===== config.mk =====
export PLATFORM = sky130hd
export DESIGN_NAME = fsk_frame_sync
export DESIGN_NICKNAME = d
export VERILOG_FILES = /design/src/rtl/fsk_frame_sync.sv
export SDC_FILE = /design/constraint.sdc
export NUM_CORES = 1
export LEC_CHECK = 0
export CORE_ASPECT_RATIO = 0.8
export CORE_MARGIN = 2
export CORE_UTILIZATION = 27
export CTS_CLUSTER_DIAMETER = 30
export CTS_CLUSTER_SIZE = 16
export DETAILED_ROUTE_END_ITERATION = 12
export PLACE_DENSITY = 0.47
export SKIP_LAST_GASP = 1
export SYNTH_ARGS = -nofsm -noshare
export SYNTH_HDL_FRONTEND = slang
export SYNTH_SLANG_ARGS = --single-unit

===== constraint.sdc =====
create_clock -name sys_clk -period 5.24 [get_ports sys_clk]
set_clock_uncertainty 0.1 [all_clocks]
set_input_delay 0.786 -clock sys_clk [delete_from_list [all_inputs] [get_ports sys_clk]]
set_output_delay 0.786 -clock sys_clk [all_outputs]
set_load 0.1 [all_outputs]

===== src/rtl/fsk_frame_sync.sv =====
// FSK frame synchroniser: recovers bit timing from the demodulated stream, hunts for
// SYNC_WORD and deframes length-prefixed packets with a modulo-256 checksum.
//
// state   | meaning
// HUNT    | searching the sampled bit stream for SYNC_WORD
// LEN     | receiving the length byte
// PAYLOAD | receiving payload bytes, each presented on byte_out
// CHK     | receiving the checksum byte
module fsk_frame_sync #(
    parameter int unsigned SAMPLES_PER_BIT = 16,
    parameter logic [15:0] SYNC_WORD       = 16'hD391,
    parameter int unsigned MAX_LEN         = 64
) (
    input  logic       sys_clk,
    input  logic       sys_rst,
    input  logic       bit_in,
    output logic [7:0] byte_out,
    output logic       byte_valid,
    output logic       frame_start,
    output logic       frame_done,
    output logic       frame_ok,
    output logic       locked
);
    localparam int unsigned   PW      = $clog2(SAMPLES_PER_BIT);
    localparam logic [PW-1:0] PH_LAST = PW'(SAMPLES_PER_BIT - 1);
    localparam logic [PW-1:0] PH_MID  = PW'(SAMPLES_PER_BIT / 2);
    localparam int unsigned   CW      = $clog2(MAX_LEN + 1);
    localparam logic [7:0]    MAX_L   = 8'(MAX_LEN);

    typedef enum logic [1:0] {S_HUNT, S_LEN, S_PAYLOAD, S_CHK} state_t;

    state_t        state, state_nxt;
    logic          sync_1, bit_s, bit_d;
    logic          bit_edge, bit_stb;
    logic [PW-1:0] phase;
    logic [15:0]   sr, sr_nxt, sr_shift;
    logic [2:0]    bit_cnt, bit_cnt_nxt;
    logic [CW-1:0] rem, rem_nxt;
    logic [7:0]    sum, sum_nxt;
    logic [7:0]    rx_byte, byte_out_nxt;
    logic          byte_done;
    logic          byte_valid_nxt, frame_start_nxt, frame_done_nxt, frame_ok_nxt;

    assign bit_edge = bit_s ^ bit_d;
    // A transition resets the phase and suppresses a strobe landing in the same cycle.
    assign bit_stb  = (phase == PH_MID) && !bit_edge;
    assign locked   = (state != S_HUNT);

    always_ff @(posedge sys_clk) begin
        if (sys_rst) begin
            sync_1 <= 1'b0;
            bit_s  <= 1'b0;
            bit_d  <= 1'b0;
            phase  <= '0;
        end else begin
            sync_1 <= bit_in;
            bit_s  <= sync_1;
            bit_d  <= bit_s;
            if (bit_edge || phase == PH_LAST)
                phase <= '0;
            else
                phase <= phase + PW'(1);
        end
    end

    always_ff @(posedge sys_clk) begin
        if (sys_rst) begin
            state       <= S_HUNT;
            sr          <= '0;
            bit_cnt     <= '0;
            rem         <= '0;
            sum         <= '0;
            byte_out    <= '0;
            byte_valid  <= 1'b0;
            frame_start <= 1'b0;
            frame_done  <= 1'b0;
            frame_ok    <= 1'b0;
        end else begin
            state       <= state_nxt;
            sr          <= sr_nxt;
            bit_cnt     <= bit_cnt_nxt;
            rem         <= rem_nxt;
            sum         <= sum_nxt;
            byte_out    <= byte_out_nxt;
            byte_valid  <= byte_valid_nxt;
            frame_start <= frame_start_nxt;
            frame_done  <= frame_done_nxt;
            frame_ok    <= frame_ok_nxt;
        end
    end

    always_comb begin
        state_nxt       = state;
        sr_nxt          = sr;
        bit_cnt_nxt     = bit_cnt;
        rem_nxt         = rem;
        sum_nxt         = sum;
        byte_out_nxt    = byte_out;
        byte_valid_nxt  = 1'b0;
        frame_start_nxt = 1'b0;
        frame_done_nxt  = 1'b0;
        frame_ok_nxt    = 1'b0;
        sr_shift        = {sr[14:0], bit_s};
        rx_byte         = sr_shift[7:0];
        byte_done       = bit_stb && (bit_cnt == 3'd7);

        if (bit_stb) begin
            sr_nxt = sr_shift;
            if (state != S_HUNT)
                bit_cnt_nxt = bit_cnt + 3'd1;
        end

        case (state)
            S_HUNT: begin
                if (bit_stb && sr_shift == SYNC_WORD) begin
                    state_nxt       = S_LEN;
                    frame_start_nxt = 1'b1;
                    bit_cnt_nxt     = '0;
                    sum_nxt         = '0;
                end
            end
            S_LEN: begin
                if (byte_done) begin
                    sum_nxt = rx_byte;
                    if (rx_byte > MAX_L) begin
                        frame_done_nxt = 1'b1;
                        state_nxt      = S_HUNT;
                        sr_nxt         = '0;
                    end else if (rx_byte == 8'd0) begin
                        state_nxt = S_CHK;
                    end else begin
                        state_nxt = S_PAYLOAD;
                        rem_nxt   = CW'(rx_byte);
                    end
                end
            end
            S_PAYLOAD: begin
                if (byte_done) begin
                    byte_out_nxt   = rx_byte;
                    byte_valid_nxt = 1'b1;
                    sum_nxt        = sum + rx_byte;
                    rem_nxt        = rem - CW'(1);
                    if (rem == CW'(1))
                        state_nxt = S_CHK;
                end
            end
            S_CHK: begin
                if (byte_done) begin
                    frame_done_nxt = 1'b1;
                    frame_ok_nxt   = (rx_byte == sum);
                    state_nxt      = S_HUNT;
                    sr_nxt         = '0;
                end
            end
            default: state_nxt = S_HUNT;
        endcase
    end
endmodule


==> flow_summary_export.csv, run 1 <==
group,metric,value,unit
layout,final_cells,505,
power_and_ir_drop,finalPower,818,uW
yosys,avgSynthCellArea,8.03,um^2
floorplanning,start_util,28.0,%
sta,hold_viol_final,0,
global_routing,grt_usage,13.5,%
setup_path,critPathKind,"reg -> out",
yosys,yosysTopAreaCell,"dfxtp_1",
global_routing,antenna_found_initial,0,
layout,diodes,0,
sta,period_minus_slack,3.24,ns
layout,final_common_cell,"nand2_1",
layout,synthToLayoutAreaGrowth,13.8,%
clock_tree,clk_pin_slew,0.07,ns
layout,fill_cells,1130,
floorplanning,rows,33,
clock_tree,cts_resized,0,
yosys,synth.yosys.seq_area_share,37.4,%
yosys,synthesis.nets,381,
place,place_hpwl,4880,um
route,wl_per_cell,14.6,um
yosys,synthTopCellsByArea,"dfxtp_1, nand2_1, a21oi_1",
sta,slew_headroom,33.8,%
yosys,netlist-cell-type-count,59,
layout,area.sequential,0.00108,mm^2
layout,drive_above_1_share,6.03,%
setup_path,critPathCaptureType,"primary output",
clock_tree,clock_path_buffers,2,
power_and_ir_drop,cellPowerDensity,249,mW/mm^2
global_routing,grt_pass1_wl,12200,um
global_routing,grt_max_degree,40,
setup_path,critPathArrivalTime,2.36,ns
sta,rsz0062_at_grt,"no",
min_path,worstHoldStart,"sync_1",
yosys,synth-seq-cells,54,
clock_tree,cts_buffers,5,
floorplanning,die_w,120,um
route,drc,0,
yosys,synth_top_area_share,37.4,%
yosys,synth_ff_type,"dfxtp_1",
clock_tree,clock_latency,0.30,ns
layout,multi_input_area,0.00167,mm^2
sta,worst_slew_pin_slew,0.990,ns
clock_tree,post_cts_buffers,0,
sta,slew_violations,0,
sta,setup-violations-final,0,
route,drtIter0Drc,168,
flow_run,drv_cap,0,
clock_tree,cts_hold_buf,0,
yosys,synthCells,360,
clock_tree,htreeDepth,2,
sta,fin_hold_ws,0.356,ns
run_status,status,"complete, no violations",
power_and_ir_drop,ir_drop,0.000109,V
clock_tree,cts_root_buf,"clkbuf_16",
setup_path,worstPathMaxFanout,8,
clock_tree,cts_tree,"yes",
place,portBuffers,15,
setup_path,crit_required,4.35,ns
route,antenna_left,0,
route,num_vias,2450,
clock_tree,cts_sinks,54,
setup_path,reg2reg_from,"bit_s",
floorplanning,die_area,0.0115,mm^2
floorplanning,coreArea,0.0103,mm^2
min_path,min_path_type,"reg -> reg",
yosys,ys_warn_count,0,
route,wl,7350,um
layout,fin_nets,385,
power_and_ir_drop,p_leak,1.14,nW
floorplanning,die_y,96.5,um
layout,layout_common_cells,"nand2_1, dfxtp_1, a21oi_1",
sta,fin_tns_setup,0,ns
sta,finalCritPeriodShare,61.9,%
place,place_inst,497,
global_routing,grt_pass1_vias,2357,
place,gp_congestion,0.815,
sta,fmax,0.308,GHz
route,viasPerCell,4.85,
route,drtPass1Iterations,4,
global_routing,grt_overflow_total,0,
yosys,syn_area,0.00289,mm^2
yosys,synth_edf_count,0,
floorplanning,io-pin-count,16,
yosys,ys_async_sr_fraction,0,%
setup_path,crit_start,"state[0]",
setup_path,worst_setup_path_start_kind,"register",
==> sequential cells by signal (all words and copies together), names as in the netlist, 3 cells and up, named ones only <==
signal    cells
rem           7
sr           15
byte_out      8
bit_cnt       3
sum           8
phase         4
==> cells in the mapped netlist, types with 4 or more instances <==
library cell / instances
dfxtp_1: 54
nor4_1: 5
nor3_1: 10
inv_1: 14
a21o_1: 4
nand3_1: 19
clkbuf_1: 17
a21oi_1: 44
nand2b_1: 6
o21ai_0: 14
ha_1: 17
nand2_1: 63
nor2_1: 22
nor2b_1: 4
==> worst paths after layout <==
check / slack [ns] / endpoint / cells after the start
max: 2.00 / locked / 4
min: 0.36 / bit_s / 1
max reg2reg: 2.46 / sum[5] / 5
min reg2reg: 0.36 / bit_s / 1
==> worst max-delay path, cell delays in order, from the launching register on <==
cell and delay [ns]:
dfxtp_1 0.37, inv_1 0.10, ha_1 0.31, inv_1 0.12, clkdlybuf4s50_1 1.14
==> final cells by class <==
class	count	area share [%]
multi-input combinational	272	50.8
clock buffer	6	3.92
inverter	14	1.60
tap	140	5.33
timing repair buffer	17	5.02
clock inverter	2	0.419
sequential	54	32.9
==> power by group <==
part / switching [mW] / internal, mW
Clock: 0.158 / 0.178
Combinational: 0.0445 / 0.0192
Sequential: 0.00440 / 0.414
==> metal layers <==
metal / global-route usage, % / up-vias / part of all wire [%]
met4: 5.10 / 0 / 2.1
met2: 20.2 / 45 / 41
met5: 0 / - / 0
li1: - / 1268 / -
met3: 3.29 / 13 / 4.0
met1: 18.9 / 1124 / 53
==> stage by stage <==
stage	utilization (%)	area [um^2]	setup slack, ns
3_3_place_gp	30.5	3140	2.37
6_report	31.8	3290	2.00
5_1_grt	31.8	3290	1.91
3_5_place_dp	30.5	3140	2.33
2_1_floorplan	-	2890	2.99
4_1_cts	31.8	3290	2.00
==> cell families after synthesis <==
family          synth area share, %
compound gates                 20.4
fa+ha+maj                      8.06
simple gates                   26.2
xor+xnor                       2.38
mux                           0.736
buf+inv                        4.76
flops                          37.4
Power figures use the tool's default switching activity.
==> run 2, diff against run 1 <==
clock period = 3.4 ns   (was 5.24 ns; I/O delays follow)
==> flow_summary_export.csv, run 2 (synthesis results as in run 1) <==
group,metric,value,unit
floorplanning,rows,33,
route,drc,0,
floorplanning,die_y,96.5,um
setup_path,critPathArrivalTime,2.59,ns
floorplanning,coreArea,0.0103,mm^2
global_routing,grt_usage,13.0,%
sta,fin_hold_ws,0.362,ns
sta,fmax,0.397,GHz
sta,worst_slew_pin_slew,1.00,ns
place,portBuffers,15,
layout,fin_nets,390,
floorplanning,start_util,28.0,%
sta,rsz0062_at_grt,"no",
route,antenna_left,0,
layout,layout_common_cells,"nand2_1, dfxtp_1, a21oi_1",
layout,drive_above_1_share,7.84,%
power_and_ir_drop,ir_drop,0.000216,V
power_and_ir_drop,p_leak,1.17,nW
clock_tree,cts_buffers,5,
clock_tree,cts_root_buf,"clkbuf_16",
min_path,min_path_type,"reg -> reg",
sta,setup-violations-final,0,
place,pre_cts_ws,0.891,ns
clock_tree,clock_latency,0.29,ns
clock_tree,clock_path_buffers,2,
sta,fin_tns_setup,0,ns
setup_path,crit_start,"bit_s",
global_routing,grt_pass1_wl,11800,um
sta,slew_headroom,33.1,%
layout,fill_cells,1096,
route,wl,7220,um
run_status,status,"complete, no violations",
sta,worst_slack,0.879,ns
sta,finalCritPeriodShare,74.2,%
route,viasPerCell,4.92,
layout,diodes,0,
global_routing,grt_pass1_vias,2308,
clock_tree,cts_tree,"yes",
min_path,worstHoldStart,"byte_out[2]",
clock_tree,cts_sinks,54,
layout,largest_register_ffs,15,
layout,synthToLayoutAreaGrowth,15.3,%
clock_tree,cts_hold_buf,0,
setup_path,critPathCaptureType,"register",
flow_run,drv_cap,0,
route,drtPass1Iterations,4,
power_and_ir_drop,cellPowerDensity,383,mW/mm^2
global_routing,grt_max_degree,40,
route,num_vias,2511,
layout,final_util,32.3,%
clock_tree,cts_resized,0,
sta,slew_violations,0,
floorplanning,die_w,120,um
setup_path,crit_required,3.47,ns
layout,reg_top3,"sr x15, byte_out x8, sum x8",
setup_path,reg2reg_from,"bit_s",
global_routing,antenna_found_initial,0,
floorplanning,io-pin-count,16,
layout,top_register,"sr",
setup_path,worst_setup_path_start_kind,"register",
clock_tree,post_cts_buffers,0,
sta,hold_viol_final,0,
setup_path,worstPathMaxFanout,11,
setup_path,regToRegSetupSlack,0.88,ns
route,wl_per_cell,14.2,um
clock_tree,htreeDepth,2,
place,place_hpwl,4940,um
route,drtIter0Drc,99,
setup_path,critPathKind,"reg -> reg",
global_routing,grt_overflow_total,0,
sta,period_minus_slack,2.52,ns
floorplanning,die_area,0.0115,mm^2
place,gp_congestion,0.786,
clock_tree,clk_pin_slew,0.08,ns
layout,final_common_cell,"nand2_1",
-- run 2: cell count changes in the layout (fill, tap and decap cells not counted), sizes merged --
cell           previous run  this run
buf                       2         8
clkinv                    2         0
inv                      14        16
clkbuf                    6         5
clkdlybuf4s50            15        14
clkinvlp                  0         1
-- run 2: final timing paths --
| kind | to | cells after the start |
|---|---|---|
| max | sum[6] | 9 |
| min | byte_out[2] | 2 |
| min reg2reg | byte_out[2] | 2 |
| max reg2reg | sum[6] | 9 |
-- run 2: per-stage QoR --
stage	power (mW)	cell area [um^2]	std cells
after global routing	1.33	3330	510
after CTS	1.30	3330	510
final	1.28	3330	510
after detailed placement	0.757	3180	502
after global placement	0.758	3180	502
after floorplan	0.731	2890	360
-- run 2: final cells by class --
cell class	count	area, um^2	share of cell area (%)
repair buffers	22	200	6.01
clock inverters	3	27.5	0.826
inverters	14	52.6	1.58
well taps	140	175	5.26
flip-flops and latches	54	1080	32.4
clock buffers	5	125	3.76
multi-input cells	272	1670	50.1
-- run 2: critical path, stage by stage, from the launching register on --
cell and delay (ns):
dfxtp_1 0.62, ha_1 0.28, inv_1 0.06, fa_1 0.41
nor2b_1 0.13, o21a_1 0.13, o21ai_0 0.12, and3_1 0.20
o311ai_1 0.26, a21oi_1 0.10
-- run 2: power by group --
group | switching (mW) | internal, mW | total, mW
clock | 0.253 | 0.282 | 0.534
sequential | 0.00631 | 0.638 | 0.644
combinational | 0.0688 | 0.0291 | 0.0979
-- run 2: metal layers --
metal	share of wire, %	vias to the layer above	global-route usage [%]
met5	0	-	0
met4	0.40	0	2.84
met3	3.8	2	2.64
met2	44	43	21.0
met1	52	1186	18.1
li1	-	1280	-
